`config.mk`:
```
export PLATFORM = sky130hd
export DESIGN_NAME = pm_fetch_sequencer
export DESIGN_NICKNAME = d
export VERILOG_FILES = /design/src/rtl/pm_fetch_sequencer.sv
export SDC_FILE = /design/constraint.sdc
export NUM_CORES = 1
export LEC_CHECK = 0
export CORE_MARGIN = 4
export CORE_UTILIZATION = 49
export DETAILED_ROUTE_END_ITERATION = 10
export PLACE_DENSITY = 0.83
export SLEW_MARGIN = 20
export SYNTH_ARGS = -nofsm -noshare
export SYNTH_HDL_FRONTEND = slang
export SYNTH_SLANG_ARGS = --single-unit
```
`constraint.sdc`:
```
create_clock -name clk -period 2.55 [get_ports clk]
set_input_delay 0.3825 -clock clk [delete_from_list [all_inputs] [get_ports clk]]
set_output_delay 0.3825 -clock clk [all_outputs]
set_load 0.005 [all_outputs]
```
`src/rtl/pm_fetch_sequencer.sv`:
```
// Program-memory fetch sequencer: owns the PC and assembles one- or two-byte
// instructions for execute over a valid/ready handshake.
`timescale 1ns/1ps
module pm_fetch_sequencer #(
    parameter logic [4:0] START_ADDR   = 5'd0,
    parameter bit         HALT_ON_ZERO = 1'b1
) (
    input  logic       clk,
    input  logic       rst_n,
    input  logic       start,
    output logic [4:0] pm_addr,
    input  logic [7:0] pm_data,
    output logic       instr_valid,
    input  logic       instr_ready,
    output logic [7:0] instr_op,
    output logic [7:0] instr_imm,
    output logic [4:0] instr_pc,
    input  logic       redirect_valid,
    input  logic [4:0] redirect_addr,
    output logic       busy,
    output logic       halted
);

    typedef enum logic [2:0] {
        IDLE,
        FETCH_OP,
        FETCH_IMM,
        PRESENT,
        HALT
    } state_t;

    state_t     state, state_n;
    logic [4:0] pc, pc_n;
    logic       valid_n;
    logic [7:0] op_n, imm_n;
    logic [4:0] ipc_n;
    logic       two_byte;
    logic       active;

    assign two_byte = (pm_data[7:4] == 4'b0010) || (pm_data[7:4] == 4'b1101);
    assign active   = (state == FETCH_OP) || (state == FETCH_IMM) ||
                      (state == PRESENT);

    always_ff @(posedge clk or negedge rst_n) begin
        if (!rst_n) begin
            state       <= IDLE;
            pc          <= START_ADDR;
            instr_valid <= 1'b0;
            instr_op    <= 8'h00;
            instr_imm   <= 8'h00;
            instr_pc    <= 5'd0;
        end else begin
            state       <= state_n;
            pc          <= pc_n;
            instr_valid <= valid_n;
            instr_op    <= op_n;
            instr_imm   <= imm_n;
            instr_pc    <= ipc_n;
        end
    end

    always_comb begin
        state_n = state;
        pc_n    = pc;
        valid_n = instr_valid;
        op_n    = instr_op;
        imm_n   = instr_imm;
        ipc_n   = instr_pc;
        unique case (state)
            IDLE, HALT: begin
                if (start) begin
                    pc_n    = START_ADDR;
                    state_n = FETCH_OP;
                end
            end
            FETCH_OP: begin
                op_n  = pm_data;
                ipc_n = pc;
                imm_n = 8'h00;
                pc_n  = pc + 5'd1;
                if (HALT_ON_ZERO && (pm_data == 8'h00)) begin
                    state_n = HALT;
                end else if (two_byte) begin
                    state_n = FETCH_IMM;
                end else begin
                    state_n = PRESENT;
                    valid_n = 1'b1;
                end
            end
            FETCH_IMM: begin
                imm_n   = pm_data;
                pc_n    = pc + 5'd1;
                state_n = PRESENT;
                valid_n = 1'b1;
            end
            PRESENT: begin
                if (instr_valid && instr_ready) begin
                    valid_n = 1'b0;
                    state_n = FETCH_OP;
                end
            end
            default: state_n = IDLE;
        endcase
        // A redirect overrides whatever the fetch was doing this cycle.
        if (redirect_valid && active) begin
            state_n = FETCH_OP;
            pc_n    = redirect_addr;
            valid_n = 1'b0;
        end
    end

    assign pm_addr = pc;
    assign busy    = active;
    assign halted  = (state == HALT);

endmodule

```
==> impl_metrics.json, run 1 <==
{
  "slowest_delay_ns": 0.51,
  "max_slew.worst_pin.slew_ns": 0.5264,
  "cp_num_cells": 3,
  "power_frac_clock_pct": 27.3,
  "yosysSeqAreaShare_pct": 50.89,
  "p_int_mw": 0.9834,
  "timing.rr.end": "pm_addr[0]",
  "p_comb_share_pct": 27.5,
  "synthesis.nets": 148,
  "grt_pass1_wl_um": 5927,
  "syn_area_per_cell_sq_um": 11.44,
  "switching_share_pct": 26.48,
  "dr.pass1.iters": 4,
  "maxSlewViolCount": 0,
  "fmax_mhz": 439.0,
  "crit_slowest_cell": "clkdlybuf4s50_1",
  "p_leak_nw": 0.8774,
  "grt_overflow": 0,
  "num_antenna_cells": 0,
  "htree_num_levels": 2,
  "root_buffer": "clkbuf_4",
  "wl_per_cell_um": 16.83,
  "route.detailed.drc": 0,
  "cts_max_path_buffers": 2,
  "reg2reg_slack_ns": 0.84,
  "powerDensity_nw_per_um2": 657.5,
  "peakVddDrop_mv": 0.5020,
  "cts_resized": 0,
  "grt_max_degree": 31,
  "area_delta_synth_final_pct": 37.91,
  "numCtsBuffers": 5,
  "fin_setup_tns_ns": 0,
  "skew_ns": 0.006602,
  "critPathCapture": "busy",
  "async_reset_ff_share_pct": 100.0,
  "met2_usage_pct": 29.25,
  "dp_hpwl_um": 2642,
  "period_share_pct": 89.33,
  "die_y_um": 62.87,
  "hold_class": "in2async",
  "dr_total_vias": 1224,
  "start_util_pct": 52.59,
  "syn_inst": 129,
  "crit_chain": "or2_1 > inv_2 > clkdlybuf4s50_1",
  "rsz0062_at_grt": "false",
  "crit_type": "reg2out",
  "startpoint_type": "register",
  "seqPwrFrac_pct": 45.2,
  "core_area_sq_um": 2805,
  "finalHoldViolCount": 0,
  "p_total_mw": 1.338,
  "dieArea_sq_um": 3953,
  "path_buf_inv": 2,
  "use_met3_pct": 7.554,
  "cp_data_arrival_time_ns": 1.90,
  "drive_above_1_share_pct": 17.88,
  "cp_top_family": "buffers and inverters",
  "grt_usage_pct": 19.05,
  "ctsHoldBuffers": 0,
  "netlist_area_sq_um": 1475,
  "critical_path_required_ns": 2.17,
  "status": "finished clean",
  "synthFlopType": "dfrtp_1",
  "globalplace.congestion": 0.7774,
  "drt_iter0_markers": 78,
  "layout_min_cycle_time_ns": 2.278,
  "cts.reportedPaths.clkPinSlew_ns": 0.10,
  "cts_tree": "yes",
  "io_buffers": 46,
  "cts.repair_timing.setup_buffer_count": 0,
  "met1_usage_pct": 24.74,
  "wirelength_um": 3535,
  "busiest_layer": "met2",
  "crit_fanout": 11,
  "routed_via_density": 5.829,
  "hold_slack_ns": 0.4460,
  "cap_violations": 0,
  "rows": 19,
  "grt_pass1_vias": 1253,
  "pre_cts_slack_ns": 0.4704,
  "cts_sinks": 30,
  "layout_setup_ws_ns": 0.2722,
  "fin_nets": 197,
  "setup_viol": 0,
  "synth.distinct_cells": 41,
  "fill_cells": 208,
  "die_width_um": 62.87,
  "synth-seq-cells": 30,
  "cp-startpoint": "state[2]",
  "antenna_found_initial": 0,
  "synth-edff-count": 0,
  "pin_count": 47,
  "p_switching_mw": 0.3541,
  "max_slew_margin_pct": 64.60,
  "cp-end-kind": "output port",
  "insertion_delay_ns": 0.32,
  "reg2reg_depth": 4,
  "r2r_start": "state[2]",
  "drtAntennaViolNets": 0,
  "synth-warning-count": 0
}
-- power groups by stage --
stage | Sequential [mW] | Combinational, mW | Clock [mW]
detailed placement | 0.613 | 0.369 | 0
global route | 0.616 | 0.398 | 0.404
CTS | 0.605 | 0.373 | 0.372
finish | 0.604 | 0.368 | 0.365
floorplan | 0.608 | 0.151 | 0
global placement | 0.609 | 0.365 | 0
-- sequential cells by signal, indices dropped and copies added, names as in the netlist --
signal	flops
instr_imm	8
instr_op	8
instr_pc	5
pm_addr	5
state	3
instr_valid	1
-- area by class of cell --
type | instances | area (sq um) | share of cell area (%)
Tap cell | 31 | 38.79 | 1.907
Multi-Input combinational cell | 87 | 661.9 | 32.53
Clock inverter | 3 | 40.04 | 1.968
Clock buffer | 5 | 37.54 | 1.845
Sequential cell | 30 | 750.7 | 36.90
Timing Repair Buffer | 50 | 490.5 | 24.11
Inverter | 4 | 15.01 | 0.7380
-- per-layer routing --
metal  up-vias  wire length, um
met5         -                0
met4         0               19
met3         2              146
met2        29             1805
met1       614             1563
li1        579                -
-- worst min path at each step --
stage	slack (ns)	to	cells past startpoint
after floorplan	0.09	instr_imm[0]	0
after global placement	0.49	instr_op[7]	1
after detailed placement	0.50	instr_pc[1]	1
after CTS	0.46	pm_addr[2]	2
after global routing	0.46	instr_op[6]	2
final	0.45	pm_addr[2]	2
-- placed cells by master (no fill, tap or decap), drive strengths merged --
cell type	Yosys	final
clkdlybuf4s50	0	46
dfrtp	30	30
a22o	17	17
mux2	13	13
nand2	6	6
nor3	5	5
clkbuf	2	5
nor2	5	5
a211o	4	4
o21ai	4	4
buf	6	4
inv	4	4
nand3	3	3
nor2b	3	3
a21oi	3	3
and2	2	2
nand2b	2	2
a221o	2	2
clkinv	0	2
or2	2	2
nor3b	2	2
xnor2	1	1
o31ai	1	1
o21a	1	1
and3	1	1
a2111oi	1	1
or4	1	1
or3	1	1
o221a	1	1
nand4	1	1
a21o	1	1
a21boi	1	1
o211ai	1	1
a31oi	1	1
ha	1	1
bufinv	0	1
-- logic make-up after synthesis --
family / Yosys count / share of synthesized area [%]
mux: 13 / 9.924
fa+ha+maj: 1 / 0.8480
compound gates: 38 / 20.61
xor+xnor: 1 / 0.5938
buf+inv: 12 / 4.240
flops: 30 / 50.89
simple gates: 34 / 12.89
-- cell usage after synthesis (all sizes together) (2+ instances only) --
cell | instances | area [sq um]
dfrtp | 30 | 750.7
nor3b | 2 | 20.02
a221o | 2 | 20.02
o21ai | 4 | 20.02
nand2b | 2 | 12.51
and2 | 2 | 12.51
clkbuf | 2 | 7.510
a22o | 17 | 150.1
inv | 4 | 15.01
nor2 | 5 | 21.27
nand3 | 3 | 15.01
nor3 | 5 | 25.02
a211o | 4 | 35.03
mux2 | 13 | 146.4
buf | 6 | 40.03
a21oi | 3 | 15.01
nand2 | 6 | 22.52
nor2b | 3 | 18.77
or2 | 2 | 12.52
-- worst register-to-register path, stage by stage, from the launching register on --
cell     delay, ns
dfrtp_1       0.54
or2_1         0.40
inv_2         0.11
and2_1        0.20
a221o_1       0.35
-- per-stage QoR --
step	utilization [%]	cells	instance area (sq um)
after floorplan	-	129	1475
after global placement	69.76	202	1957
after detailed placement	69.76	202	1957
after CTS	72.52	210	2034
after global routing	72.52	210	2034
final	72.52	210	2034
(Power assumes the default switching activity.)
==> run 2: changes to the inputs <==
--- a/config.mk
+++ b/config.mk
@@ -5,6 +5,7 @@
 export SDC_FILE = /design/constraint.sdc
 export NUM_CORES = 1
 export LEC_CHECK = 0
+export CORE_ASPECT_RATIO = 2
 export CORE_MARGIN = 4
 export CORE_UTILIZATION = 49
 export DETAILED_ROUTE_END_ITERATION = 10
==> run 2 against run 1 <==
Compared with the run above: power rose by 2.6%; combinational power grew 2%; flip-flop and latch count is the same; critical path depth stayed put; sequential share of layout area shrank 0.54 points; cell area increased by 1.5%.
==> impl_metrics.json, run 2 (synthesis results as in run 1) <==
{
  "r2r_start": "state[2]",
  "grt_overflow": 0,
  "htree_num_levels": 2,
  "globalplace.congestion": 0.9102,
  "maxSlewViolCount": 0,
  "fill_cells": 217,
  "pre_cts_slack_ns": 0.4498,
  "cp_data_arrival_time_ns": 1.88,
  "cp-startpoint": "state[2]",
  "cts_tree": "yes",
  "numCtsBuffers": 5,
  "num_antenna_cells": 0,
  "drtAntennaViolNets": 0,
  "peakVddDrop_mv": 0.5003,
  "insertion_delay_ns": 0.28,
  "cts_resized": 0,
  "dp_hpwl_um": 2759,
  "cts.repair_timing.setup_buffer_count": 0,
  "critical_path_required_ns": 2.17,
  "root_buffer": "clkbuf_8",
  "cts_sinks": 30,
  "powerDensity_nw_per_um2": 664.7,
  "grt_pass1_wl_um": 6127,
  "top_regs": "instr_imm: 8 flops, instr_op: 8 flops",
  "fmax_mhz": 442.1,
  "cp_top_family": "buffers and inverters",
  "skew_ns": 0.003302,
  "io_buffers": 46,
  "crit_fanout": 11,
  "grt_usage_pct": 20.74,
  "crit_chain": "or2_1 > inv_2 > clkdlybuf4s50_1",
  "wl_per_cell_um": 17.48,
  "crit_slowest_cell": "clkdlybuf4s50_1",
  "p_leak_nw": 0.8893,
  "area_delta_synth_final_pct": 39.95,
  "max_slew_margin_pct": 64.35,
  "setup_viol": 0,
  "layout_min_cycle_time_ns": 2.262,
  "die_y_um": 85.60,
  "drive_above_1_share_pct": 18.78,
  "routed_via_density": 5.914,
  "core_area_sq_um": 2838,
  "start_util_pct": 51.98,
  "drt_iter0_markers": 29,
  "dieArea_sq_um": 4005,
  "period_share_pct": 88.70,
  "layout_setup_ws_ns": 0.2882,
  "rsz0062_at_grt": "false",
  "antenna_found_initial": 0,
  "startpoint_type": "register",
  "hold_class": "in2async",
  "fin_setup_tns_ns": 0,
  "die_width_um": 46.80,
  "dr.pass1.iters": 4,
  "final_common_cell": "clkdlybuf4s50_1",
  "cap_violations": 0,
  "pin_count": 47,
  "grt_max_degree": 31,
  "crit_type": "reg2out",
  "cts_max_path_buffers": 2,
  "finalHoldViolCount": 0,
  "wirelength_um": 3671,
  "cp-end-kind": "output port",
  "route.detailed.drc": 0,
  "dr_total_vias": 1242,
  "status": "finished clean",
  "path_buf_inv": 2,
  "ctsHoldBuffers": 0,
  "cts.reportedPaths.clkPinSlew_ns": 0.06,
  "max_slew.worst_pin.slew_ns": 0.5328,
  "slowest_delay_ns": 0.52,
  "grt_pass1_vias": 1353,
  "layout_common_cells": "clkdlybuf4s50_1, dfrtp_1, a22o_1",
  "fin_nets": 199,
  "rows": 27
}
[run 2: cell count changes in the layout (fill, tap and decap cells not counted), sizes merged]
cell / delta
bufinv: -1
buf: +2
clkinv: -1
clkinvlp: +1
clkbuf: +1
[run 2: layout make-up]
| class | count | area (sq um) | area share, % |
|---|---|---|---|
| clock inverters | 2 | 12.51 | 0.6061 |
| multi-input cells | 87 | 661.9 | 32.06 |
| flip-flops and latches | 30 | 750.7 | 36.36 |
| repair buffers | 52 | 505.5 | 24.48 |
| clock buffers | 6 | 82.58 | 4.000 |
| inverters | 4 | 15.01 | 0.7273 |
| well taps | 29 | 36.28 | 1.758 |
[run 2: per-layer routing]
layer | wire (um) | GRT usage (%) | vias up
met3 | 212 | 7.143 | 10
met4 | 73 | 8.060 | 0
met1 | 1397 | 24.12 | 604
met2 | 1988 | 33.58 | 42
li1 | - | - | 586
met5 | 0 | 0 | -
[run 2: path summary, 6_finish.rpt]
kind                          endpoint  slack, ns  depth (start not counted)
min reg2reg                instr_pc[4]       0.51                          1
min                        instr_op[7]       0.48                          2
min in group clk           instr_pc[4]       0.51                          1
max in group asynchronous   pm_addr[4]       1.80                          2
max                               busy       0.29                          3
max reg2reg                 pm_addr[4]       0.81                          4
[run 2: worst reg2reg max path: stages (launching register included)]
cell and delay [ns]:
dfrtp_1 0.54, or2_1 0.42, inv_2 0.12, and2_1 0.21, a221o_1 0.35
[run 2: power breakdown]
group	internal [mW]	switching (mW)	total, mW
clock	0.216	0.176	0.392
sequential	0.548	0.0578	0.606
combinational	0.237	0.138	0.375
total	1.00	0.371	1.37
[run 2: metrics by stage]
step / area (sq um) / utilization [%] / hold WS [ns] / total power, mW / std cells
after global routing: 2064 / 72.75 / 0.5328 / 1.447 / 210
final: 2064 / 72.75 / 0.4836 / 1.372 / 210
after CTS: 2064 / 72.75 / 0.4894 / 1.391 / 210
after global placement: 1969 / 69.40 / 0.4925 / 0.9729 / 202
after detailed placement: 1969 / 69.40 / 0.4954 / 0.9886 / 202
after floorplan: 1475 / - / 0.08691 / 0.7595 / 129
==> run 3: changes to the inputs <==
--- a/config.mk
+++ b/config.mk
@@ -10,7 +10,7 @@
 export CORE_UTILIZATION = 49
 export DETAILED_ROUTE_END_ITERATION = 10
 export PLACE_DENSITY = 0.83
-export SLEW_MARGIN = 20
+export SLEW_MARGIN = 40
 export SYNTH_ARGS = -nofsm -noshare
 export SYNTH_HDL_FRONTEND = slang
 export SYNTH_SLANG_ARGS = --single-unit
==> results of run 3 <==
No change in the layout: final DEF, timing and power equal those of run 2.
